[config.mk]
export PLATFORM = sky130hd
export DESIGN_NAME = carp_branch_predictor
export DESIGN_NICKNAME = d
export VERILOG_FILES = /design/src/rtl/carp_bp_pkg.sv /design/src/rtl/carp_btb.sv /design/src/rtl/carp_branch_predictor.sv
export SDC_FILE = /design/constraint.sdc
export NUM_CORES = 2
export LEC_CHECK = 0
export BUFFER_PORTS_ARGS = -buffer_cell sky130_fd_sc_hd__buf_4
export CAP_MARGIN = 20
export CORE_MARGIN = 5
export CORE_UTILIZATION = 57
export DETAILED_ROUTE_END_ITERATION = 8
export PLACE_DENSITY_LB_ADDON = 0.05
export SLEW_MARGIN = 30
export SYNTH_ARGS = -nofsm -noshare
export SYNTH_HDL_FRONTEND = slang
export SYNTH_HIERARCHICAL = 1
export SYNTH_SLANG_ARGS = --single-unit
[constraint.sdc]
create_clock -name CLK -period 3.2 [get_ports CLK]
set_input_delay 0.32 -clock CLK [delete_from_list [all_inputs] [get_ports CLK]]
set_output_delay 0.32 -clock CLK [all_outputs]
set_load 0.01 [all_outputs]
[src/rtl/carp_bp_pkg.sv]
// Shared types and helpers for the CARP fetch-stage branch predictor.
// Latency: n/a (types, constants and a pure function only).
// Backpressure: n/a.
package carp_bp_pkg;

    // 2-bit saturating prediction counter; MSB set means "predict taken".
    typedef logic [1:0] ctr_t;

    localparam ctr_t CTR_SNT = 2'd0;
    localparam ctr_t CTR_WNT = 2'd1;
    localparam ctr_t CTR_WT  = 2'd2;
    localparam ctr_t CTR_ST  = 2'd3;

    // Field widths of the default predictor configuration.
    localparam int BP_XLEN  = 32;
    localparam int BP_TAG_W = 10;

    // One BTB entry in the default configuration (XLEN=32, TAG_W=10).
    typedef struct packed {
        logic                valid;
        logic                jmp;
        logic [BP_TAG_W-1:0] tag;
        logic [BP_XLEN-1:0]  target;
    } btb_entry_t;

    // Saturating counter step: stops at CTR_ST going up and CTR_SNT going down.
    function automatic ctr_t ctr_next(ctr_t c, logic taken);
        if (taken) begin
            return (c == CTR_ST) ? CTR_ST : ctr_t'(c + 2'd1);
        end
        return (c == CTR_SNT) ? CTR_SNT : ctr_t'(c - 2'd1);
    endfunction

endpackage

[src/rtl/carp_btb.sv]
// Direct-mapped branch target buffer: valid/jmp/tag/target per entry.
// Latency: combinational reads (lookup and target-compare ports); write lands on the next CLK edge.
// Backpressure: none; a write is accepted every cycle, reads see the pre-edge contents.
module carp_btb #(
    parameter int XLEN  = 32,
    parameter int DEPTH = 32,
    parameter int TAG_W = 10,
    parameter int IDX_W = $clog2(DEPTH)
) (
    input  logic             CLK,
    input  logic             RST_N,
    // fetch lookup port
    input  logic [IDX_W-1:0] rd_idx,
    output logic             rd_valid,
    output logic             rd_jmp,
    output logic [TAG_W-1:0] rd_tag,
    output logic [XLEN-1:0]  rd_target,
    // execute-side read used to check the predicted target of a resolved branch
    input  logic [IDX_W-1:0] cmp_idx,
    output logic [XLEN-1:0]  cmp_target,
    // training write
    input  logic             wr_en,
    input  logic [IDX_W-1:0] wr_idx,
    input  logic [TAG_W-1:0] wr_tag,
    input  logic [XLEN-1:0]  wr_target,
    input  logic             wr_jmp
);

    typedef struct packed {
        logic             valid;
        logic             jmp;
        logic [TAG_W-1:0] tag;
        logic [XLEN-1:0]  target;
    } entry_t;

    entry_t mem [DEPTH];

    // Reset clears every field so no stale target can leak into a compare; a write replaces the whole entry.
    always_ff @(posedge CLK or negedge RST_N) begin
        if (!RST_N) begin
            for (int i = 0; i < DEPTH; i++) begin
                mem[i] <= '0;
            end
        end else if (wr_en) begin
            mem[wr_idx] <= '{valid: 1'b1, jmp: wr_jmp, tag: wr_tag, target: wr_target};
        end
    end

    // Read ports return the pre-edge contents (read-old on a same-cycle write).
    always_comb begin
        rd_valid   = mem[rd_idx].valid;
        rd_jmp     = mem[rd_idx].jmp;
        rd_tag     = mem[rd_idx].tag;
        rd_target  = mem[rd_idx].target;
        cmp_target = mem[cmp_idx].target;
    end

endmodule

[src/rtl/carp_branch_predictor.sv]
// Fetch-stage predictor: direct-mapped BTB plus 2-bit PHT; optional gshare indexing (CARP_BP_GSHARE_EN).
// Latency: prediction is combinational from F_PC; training and MISPRED/MISP_CNT take effect at the next CLK edge.
// Backpressure: none; one lookup and one update are accepted every cycle.
module carp_branch_predictor
    import carp_bp_pkg::*;
#(
    parameter int XLEN      = 32,
    parameter int BTB_DEPTH = 32,
    parameter int PHT_DEPTH = 256,
    parameter int TAG_W     = 10,
    parameter int GHR_W     = 8,
    parameter int PHT_IDX_W = $clog2(PHT_DEPTH)
) (
    input  logic                 CLK,
    input  logic                 RST_N,
    input  logic                 F_VALID,
    input  logic [XLEN-1:0]      F_PC,
    output logic                 P_TAKEN,
    output logic [XLEN-1:0]      P_TARGET,
    output logic [PHT_IDX_W-1:0] P_IDX,
    input  logic                 U_VALID,
    input  logic [XLEN-1:0]      U_PC,
    input  logic [PHT_IDX_W-1:0] U_IDX,
    input  logic                 U_IS_BR,
    input  logic                 U_IS_JMP,
    input  logic                 U_TAKEN,
    input  logic [XLEN-1:0]      U_TARGET,
    input  logic                 U_PRED,
    output logic                 MISPRED,
    output logic [15:0]          MISP_CNT
);

    localparam int BTB_IDX_W = $clog2(BTB_DEPTH);

    if (BTB_DEPTH < 4 || (1 << BTB_IDX_W) != BTB_DEPTH ||
        PHT_DEPTH < 4 || (1 << PHT_IDX_W) != PHT_DEPTH ||
        GHR_W < 2 || GHR_W > PHT_IDX_W ||
        BTB_IDX_W + 2 + TAG_W > XLEN || PHT_IDX_W + 2 > XLEN) begin : g_bad_cfg
        $error("carp_branch_predictor: unsupported parameter combination");
    end

    logic [BTB_IDX_W-1:0] f_bidx, u_bidx;
    logic [TAG_W-1:0]     f_tag, u_tag;
    logic                 rd_valid, rd_jmp;
    logic [TAG_W-1:0]     rd_tag;
    logic [XLEN-1:0]      rd_target, cmp_target;
    logic [PHT_IDX_W-1:0] f_pidx;
    logic                 u_upd, u_br, u_misp;
    logic                 unused_upc;
    ctr_t                 pht [PHT_DEPTH];

    assign f_bidx = F_PC[BTB_IDX_W+1:2];
    assign f_tag  = F_PC[BTB_IDX_W+2 +: TAG_W];
    assign u_bidx = U_PC[BTB_IDX_W+1:2];
    assign u_tag  = U_PC[BTB_IDX_W+2 +: TAG_W];
    // Only the index and tag fields of U_PC matter.
    assign unused_upc = ^U_PC;

    // Both flags set is illegal and is handled as a jump (no PHT/GHR training).
    assign u_upd  = U_VALID && (U_IS_BR || U_IS_JMP);
    assign u_br   = U_VALID && U_IS_BR && !U_IS_JMP;
    // Target check uses the entry as it stood before this edge's write.
    assign u_misp = u_upd && ((U_PRED != U_TAKEN) ||
                              (U_PRED && U_TAKEN && (U_TARGET != cmp_target)));

    carp_btb #(
        .XLEN  (XLEN),
        .DEPTH (BTB_DEPTH),
        .TAG_W (TAG_W),
        .IDX_W (BTB_IDX_W)
    ) u_btb (
        .CLK        (CLK),
        .RST_N      (RST_N),
        .rd_idx     (f_bidx),
        .rd_valid   (rd_valid),
        .rd_jmp     (rd_jmp),
        .rd_tag     (rd_tag),
        .rd_target  (rd_target),
        .cmp_idx    (u_bidx),
        .cmp_target (cmp_target),
        .wr_en      (u_upd && U_TAKEN),
        .wr_idx     (u_bidx),
        .wr_tag     (u_tag),
        .wr_target  (U_TARGET),
        .wr_jmp     (U_IS_JMP)
    );

`ifdef CARP_BP_GSHARE_EN
    logic [GHR_W-1:0] ghr;

    assign f_pidx = F_PC[PHT_IDX_W+1:2] ^ PHT_IDX_W'(ghr);

    // Global history shifts in resolved branch outcomes only (non-speculative).
    always_ff @(posedge CLK or negedge RST_N) begin
        if (!RST_N) begin
            ghr <= '0;
        end else if (u_br) begin
            ghr <= {ghr[GHR_W-2:0], U_TAKEN};
        end
    end
`else
    assign f_pidx = F_PC[PHT_IDX_W+1:2];
`endif

    // Lookup: jumps in the BTB are always taken, branches follow the counter MSB; wrap on +4 is intended.
    always_comb begin
        P_IDX    = f_pidx;
        P_TAKEN  = F_VALID && rd_valid && (rd_tag == f_tag) && (rd_jmp || pht[f_pidx][1]);
        P_TARGET = P_TAKEN ? rd_target : F_PC + XLEN'(4);
    end

    // PHT trains on conditional branches at the index captured at fetch.
    always_ff @(posedge CLK or negedge RST_N) begin
        if (!RST_N) begin
            for (int i = 0; i < PHT_DEPTH; i++) begin
                pht[i] <= CTR_WNT;
            end
        end else if (u_br) begin
            pht[U_IDX] <= ctr_next(pht[U_IDX], U_TAKEN);
        end
    end

    // Mispredict flag reflects the latest update strobe; the counter wraps naturally at 16 bits.
    always_ff @(posedge CLK or negedge RST_N) begin
        if (!RST_N) begin
            MISPRED  <= 1'b0;
            MISP_CNT <= '0;
        end else if (U_VALID) begin
            MISPRED  <= u_misp;
            MISP_CNT <= MISP_CNT + 16'(u_misp);
        end
    end

    a_br_and_jmp : assert property (@(posedge CLK) disable iff (!RST_N)
                                    !(U_VALID && U_IS_BR && U_IS_JMP));

endmodule

==> metrics <==
Core Rows=156; CTS root buf=clkbuf_16; I/O Buffers=152; reg-to-reg setup timing slack=-0.87 ns; clock buffer depth=3; CP max FO=7; CTS tree=done; leakage power=0.0591 uW; setup_tns=-43.63 ns; Pint=47500 uW; status=complete, but fails checks; synth warn=6; CTS H-tree lvls=4; Crit-path slowest cell=mux4_2; Worst Clk Skew=0.0256 ns; Post-Syn Nets=8803; initial DRC count=7451; die area=189000 um^2; worst r2r dst=MISP_CNT[13]; Min Clock Period, post-route=4.23 ns; Seq pwr share=0.435; failing checks=negative setup slack; WP data arrival=3.91 ns; initial core utilization=0.571; GPL Wtd Cong=0.915; Pins Over Slew Limit=0; drt wl/cell=29.1 um; Least-Margin Pin Slew=0.961 ns; Psw=17200 uW; first-pass GRT wire length=521000 um; Routed WL=353000 um; Data required, critical path=2.88 ns; number of global-route vias before repair=79100; ys flop type=dfrtp_1; Sink Count=1937; Area Growth Syn to Fin=20.2%; synthesized area=103000 um^2; antenna viol nets, final=0; Worst Hold Class=in2async; fill count=13300; post-DR vias/cell=6.37; startpoint types=register; Hold Vio Cnt, Final=0; unique cell type count in the Yosys netlist=81; nets=9699; IO Count=170; Clock transition at path regs=0.06 ns; largest net degree at the start of global routing=130; register area=48800 um^2; critical-path cell list=mux4_2 > a2111oi_4 > buf_4 > a31oi_4 > a221o_1 > o311ai_4 > buf_6 > a31oi_4 > buf_6 > buf_12 > mux2_4 > buf_6; commonest cells after routing, fill and taps aside=dfrtp_1 (1681), mux2_2 (1346), mux2i_1 (1337); Total GRT Usage=0.364; slowest stage delay, CP=0.51 ns; max-cap violations=0; worst skew pair latency=0.88 ns; Vias=77300; pwr dens=523 nW/um^2; Final Setup Violations=50; placed insts=11700; cell mode on critical path=buf_6; Synth Register Bits=1937; CP Class=reg2out; Synth Area per Inst=11.8 um^2; RSZ-0062 raised after global routing=yes; drt first pass iters=6; switch share=0.266; grt ovf=0; worst reg2reg path depth=21; Rel. slew slack=0.359; hpwl dp=223000 um; Period Utilization, post-route=1.32; number of flops mapped to enable cells by yosys=0; # DRC=0; CP Capture Type=output pin; reg2reg start=u_btb/mem[1082]; initial antenna violation count=5; Comb power frac=0.164; commonest non-fill, non-tap cell in the layout=dfrtp_1; min setup slack post-route=-1.03 ns; Core Util, Final=0.687; FFs w/ async S/R, synth=1.00; worst vdd ir=0.567 mV; Synth Instances=8687; overall die height=435 um; Inserted Clock Buffers=207; share of layout cells above drive strength 1=0.403; Die W=435 um; fmax=0.236 GHz; fin cells=12100; sequential share of the synthesized area=0.474; Multi-input gate area=50700 um^2; Core Area=180000 um^2; power share of the clock group=0.401
-- stage by stage --
stage	cell area (um^2)	total power [uW]	hold slack, ns	setup slack [ns]
floorplan	103000	34100	0.0244	0.00184
finish	124000	64700	0.0502	-1.03
global route	124000	67000	0.0450	-1.21
detailed placement	115000	38600	0.288	-1.77
CTS	123000	64700	0.00271	-1.06
global placement	115000	38300	0.291	-1.75
-- registers in the layout (all words and copies together), names as in the netlist --
register   flops
pht          512
MISPRED        1
u_btb/mem   1408
MISP_CNT      16
-- final cells by class --
type,count,area share
diodes,3,0.0000607
inverters,13,0.000394
clock inverters,79,0.00930
clock buffers,311,0.0506
flip-flops and latches,1937,0.394
well taps,2370,0.0240
repair buffers,1453,0.112
multi-input cells,5971,0.410
-- cells by family after synthesis --
logic type                 after synthesis  share of synthesized area
AOI/OAI and AO/OA                     1344                     0.0892
xor gates and xnor gates                84                    0.00715
adders and majority gates                6                   0.000705
buffers and inverters                  779                     0.0414
DFF                                   1937                      0.474
muxes                                 2893                      0.316
and+or+nand+nor                       1644                     0.0716
-- routing by layer --
metal	track usage	wire length [um]	up-vias
met5	0	40	-
met2	0.576	163000	3077
li1	-	-	33600
met3	0.0582	23900	846
met1	0.486	144000	39800
met4	0.190	21600	6
-- synthesized netlist by cell type (11+ instances only) --
cell / count / area [um^2]
nor4_1: 11 / 68.8
a31oi_1: 93 / 582
xnor2_1: 56 / 490
mux2_1: 43 / 484
nand2_1: 1046 / 3930
mux2_2: 1366 / 15400
a22oi_1: 274 / 2060
mux2i_1: 1340 / 13400
nor3_1: 88 / 440
buf_2: 276 / 1380
o21ai_2: 237 / 2080
nand2b_1: 23 / 144
mux4_2: 141 / 3180
buf_4: 52 / 390
clkbuf_1: 328 / 1230
xor2_1: 28 / 245
inv_1: 12 / 45.0
a21oi_1: 258 / 1290
nor2_1: 56 / 210
dfrtp_1: 1681 / 42100
nor2b_1: 12 / 75.1
nand3_1: 267 / 1340
buf_1: 30 / 113
dfstp_2: 256 / 6730
buf_6: 56 / 631
nand4_1: 26 / 163
a22o_1: 154 / 1350
nand2_2: 16 / 100
buf_12: 23 / 460
or2_2: 18 / 113
o21ai_0: 273 / 1370
-- critical path, delay by kind of cell (launching register included) --
| family | cells | cell delay (ns) |
|---|---|---|
| buf+inv | 5 | 0.80 |
| compound gates | 5 | 0.98 |
| mux | 2 | 0.86 |
| flops | 1 | 0.37 |
-- repair_timing --
item                       in CTS  in global routing
pin swaps                      22                 19
hold buffers                   17                  0
gates resized for setup        70                 95
hold endpoints to repair     1184                  0
setup endpoints to repair     291                505
buffers inserted                6                 10
gates cloned                    4                  9
-- power by group through the flow --
stage	Sequential [uW]	Combinational, uW	Clock (uW)
global route	28400	11300	27300
global placement	28400	9860	0
floorplan	28200	5950	0
CTS	28100	10300	26200
finish	28200	10600	26000
detailed placement	28500	10100	0
-- worst max-delay path by stage --
stage,from,end,cells past startpoint
detailed placement,U_PC[3],MISP_CNT[13],23
global route,u_btb/mem[1092],P_TARGET[2],15
global placement,U_PC[3],MISP_CNT[13],23
CTS,u_btb/mem[1092],P_TARGET[22],13
finish,pht[497],P_TARGET[22],12
floorplan,F_PC[2],P_TARGET[22],13
(Power assumes the default switching activity.)
